--- src/rtl/btn_evt_pkg.sv ---
// Shared event codes, per-button FSM states and small elaboration helpers
// for the button event controller.
package btn_evt_pkg;

   typedef enum logic [1:0] {
      EVT_NONE   = 2'b00,
      EVT_SHORT  = 2'b01,
      EVT_LONG   = 2'b10,
      EVT_REPEAT = 2'b11
   } evt_code_e;

   typedef enum logic [1:0] {
      IDLE    = 2'd0,
      PRESSED = 2'd1,
      HELD    = 2'd2
   } btn_state_e;

   function automatic int imax(input int a, input int b);
      return (a > b) ? a : b;
   endfunction

   // Width that can hold 0..v-1, never narrower than one bit.
   function automatic int clog2_min1(input int v);
      return (v > 1) ? $clog2(v) : 1;
   endfunction

endpackage

--- src/rtl/btn_press_fsm.sv ---
// Per-button classifier: turns a debounced level into SHORT / LONG / REPEAT
// strobes, counted in ms ticks.
module btn_press_fsm
   import btn_evt_pkg::*;
#(
   parameter int LONG_MS   = 1000,
   parameter int REPEAT_MS = 200
) (
   input  logic      clk,
   input  logic      rst,
   input  logic      lvl,
   input  logic      ms_tick,
   output logic      evt_stb,
   output evt_code_e evt_code
);

   localparam int CNT_W = clog2_min1(imax(LONG_MS, REPEAT_MS));
   localparam logic [CNT_W-1:0] LONG_LAST = CNT_W'(LONG_MS - 1);
   localparam logic [CNT_W-1:0] REP_LAST  = CNT_W'(REPEAT_MS - 1);

   btn_state_e       state_q, state_d;
   logic [CNT_W-1:0] cnt_q, cnt_d;
   logic [CNT_W-1:0] cnt_inc;

   // Saturating increment; the terminal compares normally reset it first.
   assign cnt_inc = (cnt_q == '1) ? cnt_q : cnt_q + CNT_W'(1);

   always_ff @(posedge clk or posedge rst) begin
      if (rst) begin
         state_q <= IDLE;
         cnt_q   <= '0;
      end else begin
         state_q <= state_d;
         cnt_q   <= cnt_d;
      end
   end

   // Release is tested before the tick so a same-cycle release always wins.
   always_comb begin
      state_d  = state_q;
      cnt_d    = cnt_q;
      evt_stb  = 1'b0;
      evt_code = EVT_NONE;
      case (state_q)
         IDLE: begin
            if (lvl) begin
               state_d = PRESSED;
               cnt_d   = '0;
            end
         end
         PRESSED: begin
            if (!lvl) begin
               evt_stb  = 1'b1;
               evt_code = EVT_SHORT;
               state_d  = IDLE;
               cnt_d    = '0;
            end else if (ms_tick) begin
               if (cnt_q == LONG_LAST) begin
                  evt_stb  = 1'b1;
                  evt_code = EVT_LONG;
                  state_d  = HELD;
                  cnt_d    = '0;
               end else begin
                  cnt_d = cnt_inc;
               end
            end
         end
         HELD: begin
            if (!lvl) begin
               state_d = IDLE;
               cnt_d   = '0;
            end else if (ms_tick) begin
               if (cnt_q == REP_LAST) begin
                  evt_stb  = 1'b1;
                  evt_code = EVT_REPEAT;
                  cnt_d    = '0;
               end else begin
                  cnt_d = cnt_inc;
               end
            end
         end
         default: begin
            state_d = IDLE;
            cnt_d   = '0;
         end
      endcase
   end

endmodule

--- src/rtl/btn_event_ctrl.sv ---
// N-button press classifier with one-deep pending slots per button and a
// round-robin arbiter feeding a single registered valid/ready event port.
module btn_event_ctrl
   import btn_evt_pkg::*;
#(
   parameter int N_BTN     = 5,
   parameter int CLK_HZ    = 100_000_000,
   parameter int LONG_MS   = 1000,
   parameter int REPEAT_MS = 200,
   parameter int ID_W      = clog2_min1(N_BTN)
) (
   input  logic             clk,
   input  logic             rst,
   input  logic [N_BTN-1:0] i_btn_lvl,
   output logic             o_evt_valid,
   input  logic             i_evt_ready,
   output logic [ID_W-1:0]  o_evt_id,
   output logic [1:0]       o_evt_code,
   output logic             o_ovf,
   input  logic             i_ovf_clr
);

   localparam int DIV   = CLK_HZ / 1000;
   localparam int DIV_W = clog2_min1(DIV);
   localparam logic [DIV_W-1:0] DIV_LAST = DIV_W'(DIV - 1);

   logic [DIV_W-1:0] div_q, div_d;
   logic             ms_tick;

   logic [N_BTN-1:0]       evt_stb;
   logic [N_BTN-1:0][1:0]  evt_code;

   logic [N_BTN-1:0]       pend_vld_q, pend_vld_d;
   logic [N_BTN-1:0][1:0]  pend_code_q, pend_code_d;

   logic [ID_W-1:0]        rr_ptr_q, rr_ptr_d;
   logic                   evt_valid_q, evt_valid_d;
   logic [ID_W-1:0]        evt_id_q, evt_id_d;
   logic [1:0]             evt_code_q, evt_code_d;
   logic                   ovf_q, ovf_d;

   logic                   out_free;
   logic                   found;
   logic [ID_W-1:0]        win;
   logic [N_BTN-1:0]       grant;
   logic                   ovf_set;

   assign ms_tick = (div_q == DIV_LAST);

   always_comb begin
      div_d = ms_tick ? '0 : div_q + DIV_W'(1);
   end

   for (genvar g = 0; g < N_BTN; g++) begin : g_btn
      btn_press_fsm #(
         .LONG_MS   (LONG_MS),
         .REPEAT_MS (REPEAT_MS)
      ) u_fsm (
         .clk      (clk),
         .rst      (rst),
         .lvl      (i_btn_lvl[g]),
         .ms_tick  (ms_tick),
         .evt_stb  (evt_stb[g]),
         .evt_code (evt_code[g])
      );
   end

   // The output register may reload in the same cycle it is being accepted,
   // which is what gives one event per cycle under continuous ready.
   always_comb begin : arb
      logic [ID_W:0]   sum;
      logic [ID_W-1:0] idx;
      out_free = ~evt_valid_q | i_evt_ready;
      grant    = '0;
      found    = 1'b0;
      win      = '0;
      sum      = '0;
      idx      = '0;
      if (out_free) begin
         for (int k = 0; k < N_BTN; k++) begin
            sum = {1'b0, rr_ptr_q} + (ID_W+1)'(k);
            if (sum >= (ID_W+1)'(N_BTN)) sum = sum - (ID_W+1)'(N_BTN);
            idx = sum[ID_W-1:0];
            if (!found && pend_vld_q[idx]) begin
               found = 1'b1;
               win   = idx;
            end
         end
      end
      if (found) grant[win] = 1'b1;
   end

   // A granted slot is vacated this cycle, so a new strobe into it is not an overflow.
   always_comb begin
      pend_vld_d  = pend_vld_q & ~grant;
      pend_code_d = pend_code_q;
      ovf_set     = 1'b0;
      for (int i = 0; i < N_BTN; i++) begin
         if (evt_stb[i]) begin
            pend_vld_d[i]  = 1'b1;
            pend_code_d[i] = evt_code[i];
            if (pend_vld_q[i] && !grant[i]) ovf_set = 1'b1;
         end
      end
   end

   always_comb begin
      evt_valid_d = evt_valid_q;
      evt_id_d    = evt_id_q;
      evt_code_d  = evt_code_q;
      rr_ptr_d    = rr_ptr_q;
      if (out_free) begin
         evt_valid_d = found;
         if (found) begin
            evt_id_d   = win;
            evt_code_d = pend_code_q[win];
            rr_ptr_d   = (win == ID_W'(N_BTN - 1)) ? '0 : win + ID_W'(1);
         end
      end
      ovf_d = ovf_set ? 1'b1 : (i_ovf_clr ? 1'b0 : ovf_q);
   end

   always_ff @(posedge clk or posedge rst) begin
      if (rst) begin
         div_q       <= '0;
         pend_vld_q  <= '0;
         pend_code_q <= '0;
         rr_ptr_q    <= '0;
         evt_valid_q <= 1'b0;
         evt_id_q    <= '0;
         evt_code_q  <= '0;
         ovf_q       <= 1'b0;
      end else begin
         div_q       <= div_d;
         pend_vld_q  <= pend_vld_d;
         pend_code_q <= pend_code_d;
         rr_ptr_q    <= rr_ptr_d;
         evt_valid_q <= evt_valid_d;
         evt_id_q    <= evt_id_d;
         evt_code_q  <= evt_code_d;
         ovf_q       <= ovf_d;
      end
   end

   assign o_evt_valid = evt_valid_q;
   assign o_evt_id    = evt_id_q;
   assign o_evt_code  = evt_code_q;
   assign o_ovf       = ovf_q;

endmodule

--- config.mk ---
export PLATFORM = sky130hd
export DESIGN_NAME = btn_event_ctrl
export DESIGN_NICKNAME = d
export VERILOG_FILES = /design/src/rtl/btn_evt_pkg.sv /design/src/rtl/btn_press_fsm.sv /design/src/rtl/btn_event_ctrl.sv
export SDC_FILE = /design/constraint.sdc
export NUM_CORES = 1
export LEC_CHECK = 0
export CAP_MARGIN = 25
export CORE_MARGIN = 8
export CORE_UTILIZATION = 30
export DETAILED_ROUTE_END_ITERATION = 6
export HOLD_SLACK_MARGIN = 0.05
export REMOVE_ABC_BUFFERS = 1
export SYNTH_ARGS = -nofsm -noshare
export SYNTH_HDL_FRONTEND = slang
export SYNTH_HIERARCHICAL = 1
export SYNTH_SLANG_ARGS = --single-unit
--- constraint.sdc ---
create_clock -name clk -period 5.9 [get_ports clk]
set_input_delay 0.59 -clock clk [delete_from_list [all_inputs] [get_ports clk]]
set_output_delay 0.59 -clock clk [all_outputs]
set_load 0.03 [all_outputs]
==> results_dict.tcl <==
set metrics [dict create \
    wl_um 17800 \
    yosysWarnings 6 \
    syn_area_per_cell_sq_um 9.04 \
    critical_path.n_buffers_inverters 3 \
    synth_largest_area_cell "dfrtp_1" \
    yosysSeqAreaShare_pct 33.0 \
    ios 16 \
    final_nets 897 \
    fin_crit_ns 4.40 \
    synth_seq_cells 102 \
    dieHeight_um 177 \
    grt_pass1_wl_um 30300 \
    postCtsHoldBufs 0 \
    grt_pass1_vias 6073 \
    post_cts_resized 0 \
    grt.total_usage_pct 11.6 \
    diodes 0 \
    io_buffers 15 \
    fin_crit_sh_pct 74.5 \
    slew_headroom_pct 37.9 \
    status "completed" \
    hpwlAfterDp_um 13100 \
    final_common_cell "dfrtp_1" \
    cts_buffers 9 \
    slew_violations 0 \
    cts_tree "done" \
    cts_setup_buffers 0 \
    synth_edf_count 0 \
    start_kind "flip-flop" \
    end_kind "flip-flop" \
    synth_ff_type "dfrtp_1" \
    cts_root_buf "clkbuf_16" \
    skew_ns 0.00595 \
    p_per_area_mw_per_mm2 468 \
    slowest_delay_ns 0.69 \
    dr.pass1.iters 5 \
    ctsHtreeMaxLevel 3 \
    route.antenna.remaining_nets 0 \
    critical_path_class "reg2reg" \
    core_area_sq_mm 0.0253 \
    synth.area.top_cells "dfrtp_1 (33%), ha_1 (5.0%), a21oi_1 (4.5%)" \
    die_w_um 177 \
    total_power_mw 3.95 \
    rsz0062_at_grt "false" \
    setup_viol 0 \
    area_growth_pct 9.16 \
    drc 0 \
    yosysUniqueCellTypes 106 \
    fp-row-count 58 \
    initial_core_util_pct 30.7 \
    via_per_inst 5.45 \
    path_cells "inv_1, ha_1, ha_1, inv_1, o21ai_0, a21o_1, o211ai_1, or3_1, o41ai_4, inv_2, nand2_4, mux2_2, a211o_1" \
    drive_above_1_share_pct 13.0 \
    finalHoldViolations 0 \
    final_cell_mix "dfrtp_1 (102), a21oi_1 (70), nand2_1 (67), nor2_1 (49), o21ai_0 (47)" \
    cts_sinks 102 \
    syn_area_sq_mm 0.00774 \
    ir_drop_uv 283 \
    arrival_ns 4.63 \
    tns_ns 0 \
    synth_top_area_share_pct 33.0 \
    synthCells 856 \
    antenna_found_initial 0 \
    p_leak_nw 3.38 \
    final_cells 1191 \
    drtIter0Drc 444 \
    worst_hold_path_type "reg2reg" \
    clockBufferDepth 2 \
    cp_max_fo 13 \
    synthArstFlopShare_pct 100 \
    tightest_slew_ns 0.932 \
    grt.overflow.total 0 \
    crit_family "compound AO/OA/AOI/OAI gates" \
    wl_per_cell_um 15.0 \
    place_inst 1175 \
    dieArea_sq_mm 0.0312 \
    clkTransAtPathRegs_ns 0.07 \
    cap_violations 0 \
    gp_congestion 0.893 \
    grt_max_degree 43 \
    clk_latency_ns 0.35 \
    max_freq_mhz 227 \
    dr_total_vias 6486 \
    slowest_stage "dfrtp_1" \
    crit_required_ns 6.13 \
]
[per-layer routing]
metal  global-route usage (%)  vias up  part of all wire (%)
met5                        0        -                     0
met1                     16.1     3140                    50
met2                     17.9       90                    46
met4                     3.12        0                   1.6
met3                     2.33       22                   3.1
li1                         -     3234                     -
[state kept, by name, indices dropped and copies added, names as in the netlist]
name and cells:
g_btn.u_fsm/cnt_q 50, g_btn.u_fsm/state_q 10, o_evt_valid 1, div_q 17, o_evt_id 3, pend_code_q 10
rr_ptr_q 3, pend_vld_q 5, o_evt_code 2, o_ovf 1
[per-stage QoR]
stage | util [%] | instance area [sq um] | hold slack [ns] | worst slack [ns]
2_1_floorplan | - | 7560 | 0.446 | 1.55
3_3_place_gp | 32.3 | 8160 | 0.466 | 1.69
3_5_place_dp | 32.3 | 8160 | 0.479 | 1.59
4_1_cts | 33.5 | 8450 | 0.489 | 1.55
5_1_grt | 33.5 | 8450 | 0.497 | 1.08
6_report | 33.5 | 8450 | 0.482 | 1.50
[power breakdown]
group | internal (mW) | switching (mW)
registers | 0.809 | 0.143
clock network | 0.342 | 0.262
logic | 0.962 | 1.43
total | 2.11 | 1.84
[synthesized netlist by cell type, types with 8 or more instances]
cell and number:
nor3_1 17, xor2_1 8, o21a_1 8, buf_2 10
nand2_1 67, o21ai_0 47, nor2_1 49, dfrtp_1 102
mux2_2 20, nand3_1 35, nand4_1 24, and4_1 8
o31ai_1 8, a21o_1 20, a41oi_1 9, xnor2_1 10
a211oi_1 8, nor2b_1 17, and3_1 10, nand2b_1 14
ha_1 31, a31oi_1 18, a21oi_1 70, clkbuf_1 10
inv_1 46
[cell families (layout without fill, tap and decap cells)]
logic type / count (synthesis) / after routing / synth area share (%)
simple gates: 313 / 313 / 23.4
compound gates: 283 / 283 / 27.2
flops: 102 / 102 / 33.0
buf+inv: 80 / 85 / 4.80
fa+ha+maj: 32 / 32 / 5.27
mux: 28 / 28 / 4.30
xor+xnor: 18 / 18 / 2.04
[cell type report]
class | count | area (sq um)
clock inverter | 3 | 43.8
inverter | 50 | 188
clock buffer | 13 | 250
timing repair buffer | 19 | 180
multi-input combinational | 674 | 4820
fill | 2668 | 16800
tap | 330 | 413
sequential | 102 | 2550
[path summary, 6_finish.rpt]
check	from	endpoint	slack [ns]	cells after the start
hold reg to reg	div_q[0]	div_q[0]	0.48	1
max in group asynchronous	rst	div_q[5]	4.20	2
hold / removal	div_q[0]	div_q[0]	0.48	1
setup reg to reg	rr_ptr_q[1]	o_evt_code[0]	1.50	13
min in group asynchronous	rst	g_btn[2].u_fsm/cnt_q[7]	0.95	2
setup / recovery	rr_ptr_q[1]	o_evt_code[0]	1.50	13
[worst reg2reg max path: cells and delay by family, from the launching register on]
kind | cells | cell delay [ns]
DFF | 1 | 0.69
AOI/OAI and AO/OA | 5 | 1.41
adders and majority gates | 2 | 0.75
muxes | 1 | 0.34
buffers and inverters | 3 | 0.49
and+or+nand+nor | 2 | 0.59
No activity file was read; power rests on OpenSTA's default activity.
